==> src/rtl/npc_pkg.sv <==
// Shared definitions for the npc control path.
// Holds the grant FSM state encoding used by irq_pending_arbiter.
package npc_pkg;

  typedef enum logic {
    IDLE = 1'b0,
    HOLD = 1'b1
  } grant_state_t;

endpackage

==> src/rtl/irq_pending_arbiter_if.sv <==
// Grant handshake between irq_pending_arbiter (master) and its consumer (slave).
//   valid : idx holds a pending request
//   idx   : index of the granted line
//   ready : consumer accepts idx this cycle
interface irq_pending_arbiter_if #(
  parameter int N = 3
);
  logic         valid;
  logic [N-1:0] idx;
  logic         ready;

  modport master (output valid, output idx, input ready);
  modport slave  (input valid, input idx, output ready);
endinterface

==> src/rtl/encoder_priority.sv <==
// Priority encoder: highest set index of din wins.
//   en   : encoder enable (dout = 0, vld = 0 when low)
//   din  : M request bits
//   dout : N-bit index of the highest set bit
//   vld  : any bit of din set
module encoder_priority #(
  parameter int M = 8,
  parameter int N = 3
) (
  input  logic         en,
  input  logic [M-1:0] din,
  output logic [N-1:0] dout,
  output logic         vld
);

  always_comb begin
    dout = '0;
    vld  = 1'b0;
    if (en) begin
      // Ascending scan: the last match, i.e. the highest index, is kept.
      for (int unsigned i = 0; i < M; i++) begin
        if (din[i]) begin
          dout = N'(i);
          vld  = 1'b1;
        end
      end
    end
  end

endmodule

==> src/rtl/irq_pending_arbiter.sv <==
// Interrupt/event front end: captures request pulses into a sticky pending
// register, grants the highest pending index over a valid/ready handshake
// and clears the granted bit on acceptance.
//   clk, rst : clock, synchronous active-high reset
//   en       : capture enable (handshake unaffected)
//   req      : M request lines
//   clr_ovf  : clears ovf
//   pending  : pending register
//   ovf      : sticky lost-request flag
//   grant    : valid/idx/ready handshake (master side)
module irq_pending_arbiter
  import npc_pkg::*;
#(
  parameter int M    = 8,
  parameter int N    = 3,
  parameter int EDGE = 1
) (
  input  logic                  clk,
  input  logic                  rst,
  input  logic                  en,
  input  logic [M-1:0]          req,
  input  logic                  clr_ovf,
  output logic [M-1:0]          pending,
  output logic                  ovf,
  irq_pending_arbiter_if.master grant
);

  localparam logic [M-1:0] ONE = {{(M-1){1'b0}}, 1'b1};

  grant_state_t state;
  logic         valid_q;
  logic [N-1:0] idx_q;
  logic [M-1:0] pending_q;
  logic         ovf_q;
  logic [M-1:0] req_d;

  logic [M-1:0] cap;
  logic [M-1:0] idx_onehot;
  logic [M-1:0] clr;
  logic [M-1:0] enc_in;
  logic [N-1:0] enc_idx;
  logic         enc_vld;

  always_comb begin
    cap = '0;
    if (en) cap = (EDGE != 0) ? (req & ~req_d) : req;
  end

  assign idx_onehot = ONE << idx_q;
  assign clr        = (valid_q && grant.ready) ? idx_onehot : '0;

  // In HOLD the line currently presented is excluded so an acceptance can
  // hand over the next grant in the same cycle.
  assign enc_in = (state == HOLD) ? (pending_q & ~idx_onehot) : pending_q;

  encoder_priority #(.M(M), .N(N)) u_enc (
    .en   (1'b1),
    .din  (enc_in),
    .dout (enc_idx),
    .vld  (enc_vld)
  );

  always_ff @(posedge clk) begin
    if (rst) begin
      state     <= IDLE;
      valid_q   <= 1'b0;
      idx_q     <= '0;
      pending_q <= '0;
      ovf_q     <= 1'b0;
      req_d     <= '0;
    end else begin
      req_d     <= req;
      pending_q <= (pending_q & ~clr) | cap;

      // A capture on the bit being cleared this cycle is not a loss.
      if (|(cap & pending_q & ~clr)) ovf_q <= 1'b1;
      else if (clr_ovf)              ovf_q <= 1'b0;

      unique case (state)
        IDLE: begin
          if (|pending_q) begin
            state   <= HOLD;
            valid_q <= 1'b1;
            idx_q   <= enc_idx;
          end
        end
        HOLD: begin
          if (grant.ready) begin
            if (enc_vld) begin
              idx_q <= enc_idx;
            end else begin
              state   <= IDLE;
              valid_q <= 1'b0;
            end
          end
        end
        default: begin
          state   <= IDLE;
          valid_q <= 1'b0;
        end
      endcase
    end
  end

  assign grant.valid = valid_q;
  assign grant.idx   = idx_q;
  assign pending     = pending_q;
  assign ovf         = ovf_q;

endmodule

==> src/flat_wrapper.sv <==
// flat-port wrapper written by rule: the top's interface ports become plain ports
module irq_pending_arbiter_flat import npc_pkg::*;
#(
  parameter int M    = 8,
  parameter int N    = 3,
  parameter int EDGE = 1
)
  (clk, rst, en, req, clr_ovf, pending, ovf, grant_valid, grant_idx, grant_ready);
  irq_pending_arbiter_if #(.N(N)) grant_i ();
  input  logic clk;
  input  logic rst;
  input  logic en;
  input  logic [M-1:0] req;
  input  logic clr_ovf;
  output logic [M-1:0] pending;
  output logic ovf;
  output wire logic [$bits(grant_i.valid)-1:0] grant_valid;
  output wire logic [$bits(grant_i.idx)-1:0] grant_idx;
  input wire logic [$bits(grant_i.ready)-1:0] grant_ready;
  assign grant_valid = grant_i.valid;
  assign grant_idx = grant_i.idx;
  assign grant_i.ready = grant_ready;
  irq_pending_arbiter #(.M(M), .N(N), .EDGE(EDGE)) u_core (.clk(clk), .rst(rst), .en(en), .req(req), .clr_ovf(clr_ovf), .pending(pending), .ovf(ovf), .grant(grant_i));
endmodule
==> config.mk <==
export PLATFORM = sky130hd
export DESIGN_NAME = irq_pending_arbiter_flat
export DESIGN_NICKNAME = d
export VERILOG_FILES = /design/src/rtl/npc_pkg.sv /design/src/rtl/irq_pending_arbiter_if.sv /design/src/rtl/encoder_priority.sv /design/src/rtl/irq_pending_arbiter.sv /design/src/flat_wrapper.sv
export SDC_FILE = /design/constraint.sdc
export NUM_CORES = 1
export LEC_CHECK = 0
export CORE_ASPECT_RATIO = 1.25
export CORE_MARGIN = 1.5
export CORE_UTILIZATION = 49
export CTS_CLUSTER_SIZE = 10
export DETAILED_ROUTE_END_ITERATION = 7
export GPL_TIMING_DRIVEN = 0
export PLACE_DENSITY = 0.86
export SLEW_MARGIN = 5
export SYNTH_ARGS = -nofsm -noshare
export SYNTH_HDL_FRONTEND = slang
export SYNTH_SLANG_ARGS = --single-unit
==> constraint.sdc <==
create_clock -name clk -period 2.25 [get_ports clk]
set_input_delay 0.3375 -clock clk [delete_from_list [all_inputs] [get_ports clk]]
set_output_delay 0.3375 -clock clk [all_outputs]
set_load 0.02 [all_outputs]
# Yosys cells after proc, flatten, opt, wreduce, memory -nomap -nowiden
# Cells that the tools add are included.
# Widths: inputs -> output; s select.
[totals]
output_inout_bits = 13
reg_bits = 22
inputBits = 13
[op_classes]
n_reduce_logical = 6
muxes = 32
bitwise = 10
n_shift = 1
n_eq_ne = 4
[ops]
columns = ["op", "n"]
rows = [
  ["$and 8x8->8", 5],
  ["$mux 3", 9],
  ["$mux 8", 3],
  ["$not 8->8", 3],
  ["$mux 1", 17],
  ["$reduce_or 8->1", 2],
  ["$or 8x8->8", 1],
  ["$shl 1x3->8 const A", 1],
  ["$ne 2x2->1 const B", 3],
  ["$pmux 3 s2", 1],
  ["$reduce_and 3->1", 2],
  ["$pmux 1 s2", 2],
  ["$ne 2x1->1 const B", 1],
  ["$reduce_bool 2->1", 1],
  ["$logic_and 1x1->1", 1],
  ["$not 1->1", 1],
]

# Longest topological paths before layout
[logic_depth]
depth_word = 15
ltp_mapped = 6
depth_no_buf = 5

# Modules after synthesis
# Synthesis repeated with hierarchy kept, for this count alone.
[unflattened]
cells_unflattened = 123
hier_area_um2 = 1074.8
[by_module_without_submodules]
columns = ["mod", "n_inst", "area_per_inst_um2", "cells_each"]
rows = [
  ["irq_pending_arbiter", 1, 994.7, 109],
  ["encoder_priority", 1, 80.1, 14],
]

# Worst setup path after synthesis
# No wires, ideal clock.
[synth_timing]
path_kind = "flip-flop to flip-flop"
start = "reg u_core.idx_q[0], in the netlist u_core.grant.idx[0]"
end = "reg u_core.idx_q[1], in the netlist u_core.grant.idx[1]"
arrival_time_ns = 1.695
setup_slack_ns = 0.434
path_stages_with_launch = 6
path_buffers = 0
t_required_ns = 2.129
cell_sequence = "dfxtp_1 > mux2_1 > o32ai_2 > o2111a_2 > a21oi_2 > mux2_4"
[synth_via]
elab_chain_len = 14
elab_cells_between_ends = 24
[synth_rtl]
columns = ["element", "line_no", "text"]
rows = [
  ["from (decl)", "irq_pending_arbiter.sv:32", "logic [N-1:0] idx_q;"],
  ["from (signal assigned)", "irq_pending_arbiter.sv:84", "idx_q <= enc_idx;"],
  ["from (signal assigned)", "irq_pending_arbiter.sv:90", "idx_q <= enc_idx;"],
  ["$shl 1x3->8 *", "irq_pending_arbiter.sv:49", "assign idx_onehot = ONE << idx_q;"],
  ["$not 8->8 *", "irq_pending_arbiter.sv:54", "assign enc_in = (state == HOLD) ? (pending_q & ~idx_onehot) : pending_q;"],
  ["$and 8x8->8 *", "irq_pending_arbiter.sv:54", ""],
  ["$mux 8 *", "irq_pending_arbiter.sv:54", ""],
  ["$mux 1 (8 in series)", "encoder_priority.sv:22", "if (din[i]) begin"],
  ["$ne 2x2->1 (no line)", "-", ""],
  ["$reduce_and 3->1 (no line)", "-", ""],
]
# Every way passes the cells marked *; elsewhere a longest branch is shown, timed or not. The select of a mux whose other input is x is not followed.
# A chain may end at the register's enable or synchronous reset.

# Worst setup path in the final report
# Same ends and word-level chain as after synthesis.

==> metrics.md <==
| Metric | Value |
|---|---|
| ANT nets after route | 0 |
| Seq/Total Area, Yosys | 38.77% |
| Critical path class | register to register |
| Post-Synthesis Cells | between 100 and 150 |
| Top cell type's share of synthesized area | about two fifths |
| Most frequent cell after synthesis | dfxtp_1 |
| I/O pins | 26 |
| Crit path capture type | register |
| H-tree levels | 1 |
| # setup viols final | 0 |
| Largest cells by area after synthesis | dfxtp_1 (39%), nor2b_1 (7.2%), a21oi_1 (5.3%) |
| Yosys top cell by area | dfxtp_1 |
| Diode count | 0 |
| Hpwl dp | 1996 um |
| CP max FO | 10 |
| Total number of vias | roughly 1100 |
| Ys async rst share | 0% |
| Synth Register Bits | 22 |
| FMAX | roughly 520 MHz |
| Final Hold Fails | 0 |
| Die area | between 0.002 and 0.003 mm^2 |
| Worst-Margin Slew | around 0.54 ns |
| Die Wd | 46.07 um |
| DRC viols | 0 |
| Total Neg Setup Slack | 0 ns |
| Final period utilization | around 85% |
| Cts repair resizes | 0 |
| Top cells by count, synth | dfxtp_1 (22), nor2b_1 (13), a21oi_1 (12), nand2_1 (12) |
| CTS tree | done |
| Net Count, Synth | between 100 and 150 |
| Area of the mapped netlist | around 0.0011 mm^2 |
| Clock buffer depth | 2 |
| Cell area after layout | ~0.0015 mm^2 |
| Vias in the first global route | about 1100 |
| Hold buffer count at CTS | 0 |
| Final GP Congestion | just under 0.9 |
| Worst path required time | between 2 and 2.5 ns |
| DR vias/cell | between 5 and 6 |
| GRT Overall Usage | a little under a quarter |
| Outcome | completed |
| Initial Utilization | 51.95% |
| Unrepaired setup endpoints after global routing | no |
| Initial antenna violation count | 0 |
| Final Max Tran Viols | 0 |
| Total power | about 1.1 mW |
| Post-Layout Cell Count | 190 |
| Synth unique cells | 36 |
| Placement Cell Area | roughly 0.0014 mm^2 |
| GR Overflow Total | 0 |
| CTS clk-pin slew, worst paths | 0.13 ns |
| WL per Instance | between 10 and 15 um |
| Clk sink count | 22 |
| Cts bufs inserted | 3 |
| Core area | between 0.002 and 0.0025 mm^2 |
| Worst-Skew Late Latency | roughly 0.31 ns |
| Tmin final | 1.906 ns |
| Largest net degree at the start of global routing | 14 |
| Hold WC Path Type | primary input to register |
| # fillers | 208 |
| Routed wire length | roughly 2700 um |
| Yosys warnings | 0 |
| Pwr per Cell Area | approximately 730 mW/mm^2 |
| Num rows | 19 |
| Initial DRT Pass Iterations | 4 |
| DR iter-0 viols | 34 |
| Synthesized area per cell | between 8 and 9 um^2 |
| Final Net Count | about 170 |
| Area grow syn2layout | 29.19% |
| Cell count after placement | 186 |
| Total of max-cap violations | 0 |
| Maximum VDD drop | ~0.63 mV |
| Worst endpoint data arrival time | about 2.1 ns |
| Setup Fix Bufs, Post-CTS | 0 |
| Leakage | ~0.51 nW |
| Clock Tree Root | clkbuf_4 |
| Share of cells above drive strength 1 | a little over a tenth |
| Relative slew slack | 64.06% |
| Fin Clk Skew | between 0.003 and 0.004 ns |
| First-pass GRT wire length | 4554 um |
| EDFF count, synth | 0 |
| Main flop type after synthesis | dfxtp_1 |
| Type of element launching the critical path | register |
| Die H | approximately 57 um |
| Port Buffers | 24 |
==> per-stage QoR <==
stage / utilization (%) / setup WS (ns) / hold slack [ns]
4_1_cts: 67.11 / 0.3631 / 0.4189
3_3_place_gp: 64.70 / 0.2927 / 0.5027
2_1_floorplan: - / 0.4337 / 0.4657
6_report: 67.11 / 0.3438 / 0.4141
3_5_place_dp: 64.70 / 0.2613 / 0.5087
5_1_grt: 67.11 / 0.2686 / 0.4489
==> cell type report <==
type	count	area [um^2]	share of cell area [%]
multi-input cells	99	644.4	43.90
inverters	3	11.26	0.7673
clock inverters	1	30.03	2.046
plain buffers	7	40.04	2.728
well taps	31	38.79	2.643
clock buffers	3	22.52	1.535
flip-flops and latches	22	440.4	30.01
repair buffers	24	240.2	16.37
==> layout by cell type (no fill, tap or decap), types with 3 or more instances in the layout <==
master,n
nand3_1,4
nand2_1,12
inv_1,3
clkbuf_1,3
nor2_1,5
clkdlybuf4s50_1,24
o21ai_0,7
o211ai_1,5
clkbuf_4,3
o21ai_1,4
o22ai_1,3
nand2b_1,3
nand3b_1,7
a21oi_1,12
nor2b_1,13
dfxtp_1,22
==> power by group <==
| group | switching [mW] | total (mW) | internal (mW) |
|---|---|---|---|
| Sequential | 0.0374 | 0.461 | 0.424 |
| Combinational | 0.159 | 0.308 | 0.149 |
| Clock | 0.123 | 0.303 | 0.180 |
| Total | 0.320 | 1.07 | 0.753 |
==> cell families after synthesis <==
family / share of synthesized area [%]
AO/OA/AOI/OAI: 25.99
AND/OR/NAND/NOR: 24.23
multiplexers: 6.498
buffers and inverters: 4.515
flip-flops: 38.77
==> per-layer routing <==
layer  up-vias  wire, um  part of all wire [%]  global-route usage, %
li1        533         -                     -                      -
met1       516      1100                    41                  27.86
met2        67      1339                    49                  38.69
met3         8       217                   8.0                  2.894
met4         0        49                   1.8                  9.388
met5         -         0                     0                      0
==> sequential cells by signal, indices dropped and copies added (netlist names) <==
name and count:
u_core.grant.idx 3, u_core.state 1, u_core.pending 8, u_core.req_d 8, u_core.grant.valid 1, u_core.ovf 1
==> final timing paths <==
| check | from | slack, ns | depth (start not counted) | to |
|---|---|---|---|---|
| min | en | 0.41 | 3 | u_core.pending[5] |
| max reg2reg | u_core.grant.idx[0] | 0.34 | 6 | u_core.grant.idx[1] |
| max | u_core.grant.idx[0] | 0.34 | 6 | u_core.grant.idx[1] |
| min reg2reg | u_core.req_d[7] | 0.52 | 3 | u_core.pending[7] |
==> worst max-delay path, stage by stage, from the launching register on <==
cell and delay [ns]:
dfxtp_1 0.50, buf_6 0.19, mux2_4 0.31, o22ai_2 0.15, o2111a_2 0.27, a21oi_2 0.10
mux2_4 0.30
No activity file was read; power rests on OpenSTA's default activity.
